`config.mk`:
```
export PLATFORM = sky130hd
export DESIGN_NAME = rx_bit_timer_ctrl_flat
export DESIGN_NICKNAME = d
export VERILOG_FILES = /design/src/rtl/rx_bit_timer_if.sv /design/src/rtl/rx_bit_timer_ctrl.sv /design/src/flat_wrapper.sv
export SDC_FILE = /design/constraint.sdc
export NUM_CORES = 1
export LEC_CHECK = 0
export CAP_MARGIN = 20
export CORE_ASPECT_RATIO = 0.9
export CORE_UTILIZATION = 40
export CTS_BUF_LIST = sky130_fd_sc_hd__clkbuf_16
export DETAILED_ROUTE_END_ITERATION = 10
export DONT_BUFFER_PORTS = 1
export GPL_TIMING_DRIVEN = 0
export PLACE_DENSITY = 0.58
export SETUP_SLACK_MARGIN = 0.1
export SYNTH_ARGS = -nofsm -noshare
export SYNTH_HDL_FRONTEND = slang
export SYNTH_SLANG_ARGS = --single-unit
```
`constraint.sdc`:
```
create_clock -name clk -period 1.5 [get_ports clk]
set_input_delay 0.075 -clock clk [delete_from_list [all_inputs] [get_ports clk]]
set_output_delay 0.075 -clock clk [all_outputs]
set_load 0.005 [all_outputs]
```
`src/rtl/rx_bit_timer_if.sv`:
```
// Handshake bundle between the edge/SOF detector (master) and the receive bit timer (slave).
// Widths follow the timer parameters, so instantiate it with the same values as the timer.
interface rx_bit_timer_if #(
    parameter int CLKS_PER_BIT  = 8,
    parameter int BITS_PER_BYTE = 8
);
    localparam int CW = $clog2(CLKS_PER_BIT + 1);
    localparam int BW = (BITS_PER_BYTE > 1) ? $clog2(BITS_PER_BYTE) : 1;

    logic          start;
    logic          stop;
    logic          abort;
    logic          busy;
    logic          shift_strobe;
    logic          byte_done;
    logic [BW-1:0] bit_idx;
    logic [CW-1:0] clk_cnt;

    modport master (
        output start, stop, abort,
        input  busy, shift_strobe, byte_done, bit_idx, clk_cnt
    );

    modport slave (
        input  start, stop, abort,
        output busy, shift_strobe, byte_done, bit_idx, clk_cnt
    );
endinterface

```
`src/rtl/rx_bit_timer_ctrl.sv`:
```
// Serial receive bit timer: clock/bit counters with mid-bit shift strobe, end-of-byte
// pulse, resync on start, graceful drain on stop and immediate abort.
module rx_bit_timer_ctrl #(
    parameter int CLKS_PER_BIT  = 8,
    parameter int SAMPLE_POINT  = 4,
    parameter int BITS_PER_BYTE = 8
) (
    input  logic            clk,
    input  logic            n_rst,
    rx_bit_timer_if.slave   bus
);
    localparam int CW = $clog2(CLKS_PER_BIT + 1);
    localparam int BW = (BITS_PER_BYTE > 1) ? $clog2(BITS_PER_BYTE) : 1;

    localparam logic [CW-1:0] CNT_ONE    = CW'(1);
    localparam logic [CW-1:0] CNT_LAST   = CW'(CLKS_PER_BIT);
    localparam logic [CW-1:0] CNT_SAMPLE = CW'(SAMPLE_POINT);
    localparam logic [BW-1:0] BIT_ONE    = BW'(1);
    localparam logic [BW-1:0] BIT_LAST   = BW'(BITS_PER_BYTE - 1);

    typedef enum logic [1:0] {
        IDLE  = 2'd0,
        RUN   = 2'd1,
        DRAIN = 2'd2
    } state_t;

    state_t        state_p0, state_nxt;
    logic [CW-1:0] clk_cnt_p0, clk_cnt_nxt;
    logic [BW-1:0] bit_idx_p0, bit_idx_nxt;

    logic active;
    logic bit_end;
    logic byte_end;

    assign active   = (state_p0 != IDLE);
    assign bit_end  = (clk_cnt_p0 == CNT_LAST);
    assign byte_end = active && bit_end && (bit_idx_p0 == BIT_LAST);

    always_comb begin
        state_nxt   = state_p0;
        clk_cnt_nxt = clk_cnt_p0;
        bit_idx_nxt = bit_idx_p0;

        if (active) begin
            if (bit_end) begin
                clk_cnt_nxt = CNT_ONE;
                bit_idx_nxt = (bit_idx_p0 == BIT_LAST) ? '0 : bit_idx_p0 + BIT_ONE;
            end else begin
                clk_cnt_nxt = clk_cnt_p0 + CNT_ONE;
            end
        end

        // abort beats start beats stop; the stop-driven exits only land on the byte_done cycle
        if (bus.abort) begin
            state_nxt   = IDLE;
            clk_cnt_nxt = '0;
            bit_idx_nxt = '0;
        end else if (bus.start) begin
            state_nxt   = RUN;
            clk_cnt_nxt = CNT_ONE;
            bit_idx_nxt = '0;
        end else begin
            case (state_p0)
                RUN: begin
                    if (bus.stop) begin
                        if (byte_end) begin
                            state_nxt   = IDLE;
                            clk_cnt_nxt = '0;
                            bit_idx_nxt = '0;
                        end else begin
                            state_nxt = DRAIN;
                        end
                    end
                end
                DRAIN: begin
                    if (byte_end) begin
                        state_nxt   = IDLE;
                        clk_cnt_nxt = '0;
                        bit_idx_nxt = '0;
                    end
                end
                default: state_nxt = state_p0;
            endcase
        end
    end

    always_ff @(posedge clk or negedge n_rst) begin
        if (!n_rst) begin
            state_p0   <= IDLE;
            clk_cnt_p0 <= '0;
            bit_idx_p0 <= '0;
        end else begin
            state_p0   <= state_nxt;
            clk_cnt_p0 <= clk_cnt_nxt;
            bit_idx_p0 <= bit_idx_nxt;
        end
    end

    // every output is a decode of the registered state, never of the inputs
    assign bus.busy         = active;
    assign bus.shift_strobe = active && (clk_cnt_p0 == CNT_SAMPLE);
    assign bus.byte_done    = byte_end;
    assign bus.bit_idx      = bit_idx_p0;
    assign bus.clk_cnt      = clk_cnt_p0;
endmodule

```
`src/flat_wrapper.sv`:
```
// flat-port wrapper written by rule: the top's interface ports become plain ports
module rx_bit_timer_ctrl_flat 
#(
    parameter int CLKS_PER_BIT  = 8,
    parameter int SAMPLE_POINT  = 4,
    parameter int BITS_PER_BYTE = 8
)
  (clk, n_rst, bus_start, bus_stop, bus_abort, bus_busy, bus_shift_strobe, bus_byte_done, bus_bit_idx, bus_clk_cnt);
  rx_bit_timer_if #(.CLKS_PER_BIT(CLKS_PER_BIT), .BITS_PER_BYTE(BITS_PER_BYTE)) bus_i ();
  input  logic clk;
  input  logic n_rst;
  input wire logic [$bits(bus_i.start)-1:0] bus_start;
  input wire logic [$bits(bus_i.stop)-1:0] bus_stop;
  input wire logic [$bits(bus_i.abort)-1:0] bus_abort;
  output wire logic [$bits(bus_i.busy)-1:0] bus_busy;
  output wire logic [$bits(bus_i.shift_strobe)-1:0] bus_shift_strobe;
  output wire logic [$bits(bus_i.byte_done)-1:0] bus_byte_done;
  output wire logic [$bits(bus_i.bit_idx)-1:0] bus_bit_idx;
  output wire logic [$bits(bus_i.clk_cnt)-1:0] bus_clk_cnt;
  assign bus_i.start = bus_start;
  assign bus_i.stop = bus_stop;
  assign bus_i.abort = bus_abort;
  assign bus_busy = bus_i.busy;
  assign bus_shift_strobe = bus_i.shift_strobe;
  assign bus_byte_done = bus_i.byte_done;
  assign bus_bit_idx = bus_i.bit_idx;
  assign bus_clk_cnt = bus_i.clk_cnt;
  rx_bit_timer_ctrl #(.CLKS_PER_BIT(CLKS_PER_BIT), .SAMPLE_POINT(SAMPLE_POINT), .BITS_PER_BYTE(BITS_PER_BYTE)) u_core (.clk(clk), .n_rst(n_rst), .bus(bus_i));
endmodule
```
Word-level counts from Yosys, hierarchy flattened

Index checks and enable logic that the tools add are counted.
W data, S select, Z words.

Register bits: 9
Input bits: 5

$add $sub $neg: 2
Equality and inequality tests: 7
Muxes and demuxes: 21
Reductions and logical operators: 6

Operators with widths:

| operator              | number |
|---|---|
| $mux W4               | 6 |
| $mux W3               | 7 |
| $mux W2               | 5 |
| $ne A4 B4 Y1 const B  | 2 |
| $pmux W4 S2           | 1 |
| $pmux W3 S2           | 1 |
| $add A4 B1 Y4 const B | 1 |
| $eq A4 B3 Y1 const B  | 1 |
| $eq A4 B4 Y1 const B  | 1 |
| $pmux W2 S2           | 1 |
| $reduce_bool A4 Y1    | 1 |
| $add A3 B1 Y3 const B | 1 |
| $eq A3 B3 Y1 const B  | 1 |
| $logic_and A1 B1 Y1   | 3 |
| $reduce_and A3 Y1     | 1 |
| $eq A2 B1 Y1 const B  | 1 |
| $eq A2 B2 Y1 const B  | 1 |
| $reduce_bool A2 Y1    | 1 |

Longest topological paths before layout

Depth in word-level cells: 9
Gate-level depth with buffers: 6
Gate-level depth less buffers: 5

Worst setup path after synthesis

OpenSTA, ideal clock, no wires.

Path type: register to register
From: register u_core.state_p0[0]
To: register u_core.clk_cnt_p0[0] (netlist: u_core.bus.clk_cnt[0])
Library setup time: 0.135 ns
Arrival time: 1.371 ns
Path slack: -0.006 ns
Cell stages (with the launch flop): 7
Path through: dfrtp_1 inv_1 ha_1 buf_6 nand4bb_4 nor3_1 o32ai_1

Cells in the longest elaborated chain, start to end: 8
Elaborated cells between the ends (all ways): 11

Ends and longest elaborated chain:

| what                             | RTL line                                         | text |
|---|---|---|
| start, declared                  | rx_bit_timer_ctrl.sv:27                          | `state_t state_p0, state_nxt;` |
| start signal, assigned           | rx_bit_timer_ctrl.sv:93                          | `state_p0 <= state_nxt;` |
| $reduce_bool A2 Y1               | rx_bit_timer_ctrl.sv:35                          | `assign active = (state_p0 != IDLE);` |
| $logic_and A1 B1 Y1 (2 in a row) | rx_bit_timer_ctrl.sv:37                          | `assign byte_end = active && bit_end && (bit_idx_p0 == BIT_LAST);` |
| $mux W4                          | rx_bit_timer_ctrl.sv:66, rx_bit_timer_ctrl.sv:76 |  |
| $mux W4                          | rx_bit_timer_ctrl.sv:65                          | `if (bus.stop) begin` |
| $pmux W4 S2 *                    | rx_bit_timer_ctrl.sv:63                          | `case (state_p0)` |
| $mux W4 *                        | rx_bit_timer_ctrl.sv:58                          | `end else if (bus.start) begin` |
| $mux W4 *                        | rx_bit_timer_ctrl.sv:54                          | `if (bus.abort) begin` |
| named net u_core.clk_cnt_nxt[0]  | rx_bit_timer_ctrl.sv:28                          | `logic [CW-1:0] clk_cnt_p0, clk_cnt_nxt;` |
| end signal, assigned             | rx_bit_timer_ctrl.sv:94                          | `clk_cnt_p0 <= clk_cnt_nxt;` |
| end, declared                    | rx_bit_timer_ctrl.sv:28                          |  |

Mark *: on every way through the listed nets, which the timed path passes. The rest lies on a longest branch.
A chain may end at the register's enable or synchronous reset.

Worst setup path in the final report

From: register u_core.clk_cnt_p0[0] (netlist: u_core.bus.clk_cnt[0])
To: register u_core.bit_idx_p0[2] (netlist: u_core.bus.bit_idx[2])

Cells in the longest elaborated chain, start to end: 8
Elaborated cells between the ends (all ways): 10

Ends and longest elaborated chain:

| what                                                  | RTL line                                         | text |
|---|---|---|
| $eq A4 B4 Y1 *                                        | rx_bit_timer_ctrl.sv:36                          | `assign bit_end = (clk_cnt_p0 == CNT_LAST);` |
| $mux W3 / $logic_and A1 B1 Y1 (equally long branches) | rx_bit_timer_ctrl.sv:45, rx_bit_timer_ctrl.sv:37 |  |
| $mux W3 / $logic_and A1 B1 Y1 (equally long branches) | rx_bit_timer_ctrl.sv:44, rx_bit_timer_ctrl.sv:37 |  |
| $mux W3                                               | rx_bit_timer_ctrl.sv:66, rx_bit_timer_ctrl.sv:76 |  |
| $mux W3                                               | rx_bit_timer_ctrl.sv:65                          |  |
| $pmux W3 S2 *                                         | rx_bit_timer_ctrl.sv:63                          |  |
| $mux W3 *                                             | rx_bit_timer_ctrl.sv:58                          |  |
| $mux W3 *                                             | rx_bit_timer_ctrl.sv:54                          |  |
| named net u_core.bit_idx_nxt[2]                       | rx_bit_timer_ctrl.sv:29                          | `logic [BW-1:0] bit_idx_p0, bit_idx_nxt;` |
| end signal, assigned                                  | rx_bit_timer_ctrl.sv:95                          | `bit_idx_p0 <= bit_idx_nxt;` |
| end, declared                                         | rx_bit_timer_ctrl.sv:29                          |  |

Marks and branches as above.

==> flow_metrics.py <==
metrics = {
    "sta": {
        "fmax_mhz": 702,
        "whs_ns": 0.0216,
        "fin_crit_sh": 0.949,
        "finalSetupViolCount": 0,
        "slew_violations": 0,
        "rsz0062_at_grt": "yes",
        "tightestPinTransition_ns": 0.455,
        "clock_skew_ns": 0.00626,
        "fin_crit_ns": 1.42,
        "maxSlewHeadroom": 0.696,
        "hold_viol_final": 0,
    },
    "global_route": {
        "antenna_found_initial": 0,
        "grt_max_degree": 10,
        "grt_pass1_vias": 568,
        "grt_pass1_wl_mm": 2.55,
        "overflow": 0,
        "grt_usage": 0.220,
    },
    "placement": {
        "dp.final_hpwl_um": 883,
        "io_buffers": 0,
        "dp_cells": 74,
        "gp_congestion": 0.877,
    },
    "die": {
        "die_h_um": 39.1,
        "ios": 15,
        "core_area_sq_um": 1320,
        "die_area_sq_um": 1690,
        "initial_core_util": 0.462,
        "fp.dieW_um": 43.2,
        "num_rows": 12,
    },
    "logic_synthesis": {
        "netlist_instances": 60,
        "synth.cell_area_sq_um": 611,
        "synthTopCellsByArea": "dfrtp_1, ha_1, inv_1",
        "synth_edf_count": 0,
        "ys_ff_latch": 9,
        "yosys.area.top_type": "dfrtp_1",
        "syn_nets": 72,
        "netlist.area_leader.share": 0.369,
        "yosys-top-cells-count": "dfrtp_1, inv_1, ha_1, nor3_1, nand2_1",
        "syn_area_per_cell_sq_um": 10.2,
        "synth_ff_type": "dfrtp_1",
        "async_flop_share": 1.00,
        "synth_cell_types": 28,
        "yosysSeqAreaShare": 0.369,
        "ys_warn_count": 0,
    },
    "clock_network": {
        "htreeDepth": 1,
        "cts_tree": "built",
        "cts_buffer_depth": 2,
        "clk_latency_ns": 0.24,
        "cts-buffers-inserted": 3,
        "clockRootBuffer": "clkbuf_16",
        "cts_sinks": 9,
        "path_clk_slew_ns": 0.04,
    },
    "route": {
        "viasPerCell": 6.01,
        "initialDrtViolationCount": 21,
        "vias": 571,
        "firstDrtPassIters": 4,
        "drc_errors": 0,
        "drt-wirelength-per-cell_um": 18.2,
        "drt_wl_total_mm": 1.73,
        "detail-route-antenna-nets": 0,
    },
    "power_and_ir_drop": {
        "pwr-share-comb": 0.223,
        "power_frac_clock": 0.498,
        "internal_power_mw": 0.725,
        "p_sw_mw": 0.231,
        "power_frac_seq": 0.279,
        "total_power_mw": 0.956,
        "power_leakage_nw": 0.397,
        "netSwitchingFraction": 0.242,
        "ir_drop_mv": 0.799,
        "powerDensity_nw_per_um2": 979,
    },
    "finish": {
        "layout.nets": 94,
        "drive_gt1_frac": 0.580,
        "antennaDiodeCount": 0,
        "syn_to_final_growth_pct": 60.0,
        "stdcell_count": 95,
        "nFillCells": 96,
        "final_core_util": 0.740,
    },
    "setup_path": {
        "path_cells": "inv_2 > ha_4 > buf_4 > and4bb_2 > o211ai_1 > a21oi_1",
        "worst_ep_required_time_ns": 1.66,
        "cpMaxStageDelayCell": "dfrtp_2",
        "critical_path.endpoint_type": "flop",
        "start_kind": "flop",
        "critPathArrivalTime_ns": 1.58,
        "worstPathMaxFanout": 4,
        "max_stage_delay_ns": 0.44,
        "critical_path_class": "reg2reg",
    },
    "hold_path": {
        "min_path_type": "in2reg",
    },
    "job": {
        "cap_violations": 0,
    },
    "run_status": {
        "status": "complete, no violations",
    },
}
[power groups by stage]
stage | registers, mW | clock network, mW | logic (mW)
after floorplan | 0.265 | 0 | 0.0935
after global placement | 0.267 | 0 | 0.111
after detailed placement | 0.268 | 0 | 0.110
after CTS | 0.265 | 0.475 | 0.164
after global routing | 0.268 | 0.491 | 0.228
final | 0.267 | 0.476 | 0.213
[path summary, 6_finish.rpt]
check	start	endpoint	slack (ns)	cells after the start
worst max register to register	u_core.bus.clk_cnt[0]	u_core.bus.bit_idx[2]	0.08	6
worst max-delay path	u_core.bus.clk_cnt[0]	u_core.bus.bit_idx[2]	0.08	6
min in group asynchronous	n_rst	u_core.bus.clk_cnt[2]	0.22	1
max in group asynchronous	n_rst	u_core.bus.clk_cnt[0]	0.94	1
worst min register to register	u_core.bus.bit_idx[1]	u_core.bus.bit_idx[1]	0.58	2
worst min-delay path	bus_start	u_core.bus.clk_cnt[0]	0.02	2
[registers in the layout (all words and copies together), names as in the netlist]
signal              cells
u_core.bus.bit_idx      3
u_core.state_p0         2
u_core.bus.clk_cnt      4
[through the flow]
| stage | TNS [ns] | instance area [sq um] | worst slack, ns |
|---|---|---|---|
| after floorplan | 0 | 628 | 0.0694 |
| final | 0 | 977 | 0.0764 |
| after global routing | 0 | 977 | 0.0175 |
| after detailed placement | -0.0438 | 646 | -0.0259 |
| after CTS | 0 | 838 | 0.0421 |
| after global placement | -0.0626 | 646 | -0.0371 |
[repair_timing]
action                     4_1_cts  5_1_grt
pin swaps                       10       11
hold buffers                     1        2
hold endpoints to repair        12        3
gates resized for setup         12       17
setup endpoints to repair       11       11
setup buffers                    9        6
[final cells by class]
type                            count  area, sq um  area share
Clock buffer                        3         75.1      0.0768
Inverter                            9         33.8      0.0346
Multi-Input combinational cell     41          465       0.476
Tap cell                           14         17.5      0.0179
Sequential cell                     9          228       0.233
Clock inverter                      1         3.75     0.00384
Timing Repair Buffer               18          154       0.157
[per-layer routing]
metal,vias to the layer above,global-route usage,share of wire
met5,-,0,0
met4,0,0.121,0.042
met3,12,0.112,0.058
met2,23,0.351,0.48
met1,278,0.238,0.42
li1,258,-,-
[logic make-up (layout without fill, tap and decap cells)]
family | after synthesis | in the layout | share of synthesized area
AOI/OAI and AO/OA | 11 | 11 | 0.139
xor gates and xnor gates | 2 | 2 | 0.0287
adders and majority gates | 7 | 7 | 0.143
buffers and inverters | 10 | 31 | 0.0738
DFF | 9 | 9 | 0.369
muxes | 1 | 1 | 0.0164
and+or+nand+nor | 20 | 20 | 0.230
[critical path, delay by kind of cell, from the launching register on]
family / cells / cell delay, ns
flip-flops: 1 / 0.44
AND/OR/NAND/NOR: 1 / 0.28
AO/OA/AOI/OAI: 2 / 0.26
buffers and inverters: 2 / 0.20
adder cells (fa/ha/maj): 1 / 0.16
[placed cells by master (no fill, tap or decap)]
| cell | instances |
|---|---|
| a221oi_1 | 1 |
| dfrtp_2 | 2 |
| o31ai_1 | 1 |
| nor2_2 | 1 |
| clkbuf_16 | 3 |
| o211ai_1 | 1 |
| nor3_4 | 1 |
| nor3_2 | 3 |
| a211o_4 | 1 |
| and2b_2 | 1 |
| a311oi_1 | 1 |
| mux2i_1 | 1 |
| a21oi_1 | 2 |
| or3_4 | 1 |
| xnor2_1 | 1 |
| nand4bb_4 | 1 |
| nand4b_1 | 1 |
| ha_4 | 4 |
| nand2_2 | 1 |
| nand3_1 | 1 |
| ha_2 | 1 |
| nand2_1 | 3 |
| dfrtp_1 | 7 |
| buf_4 | 12 |
| ha_1 | 2 |
| dlygate4sd3_1 | 3 |
| and4bb_2 | 1 |
| nor4b_2 | 2 |
| a21oi_2 | 1 |
| inv_1 | 5 |
| o32ai_2 | 1 |
| a221o_2 | 1 |
| nor3_1 | 1 |
| nor2_1 | 1 |
| xor2_1 | 1 |
| nor2b_4 | 1 |
| buf_6 | 3 |
| inv_2 | 5 |
| o21ai_0 | 1 |
(Power assumes the default switching activity.)
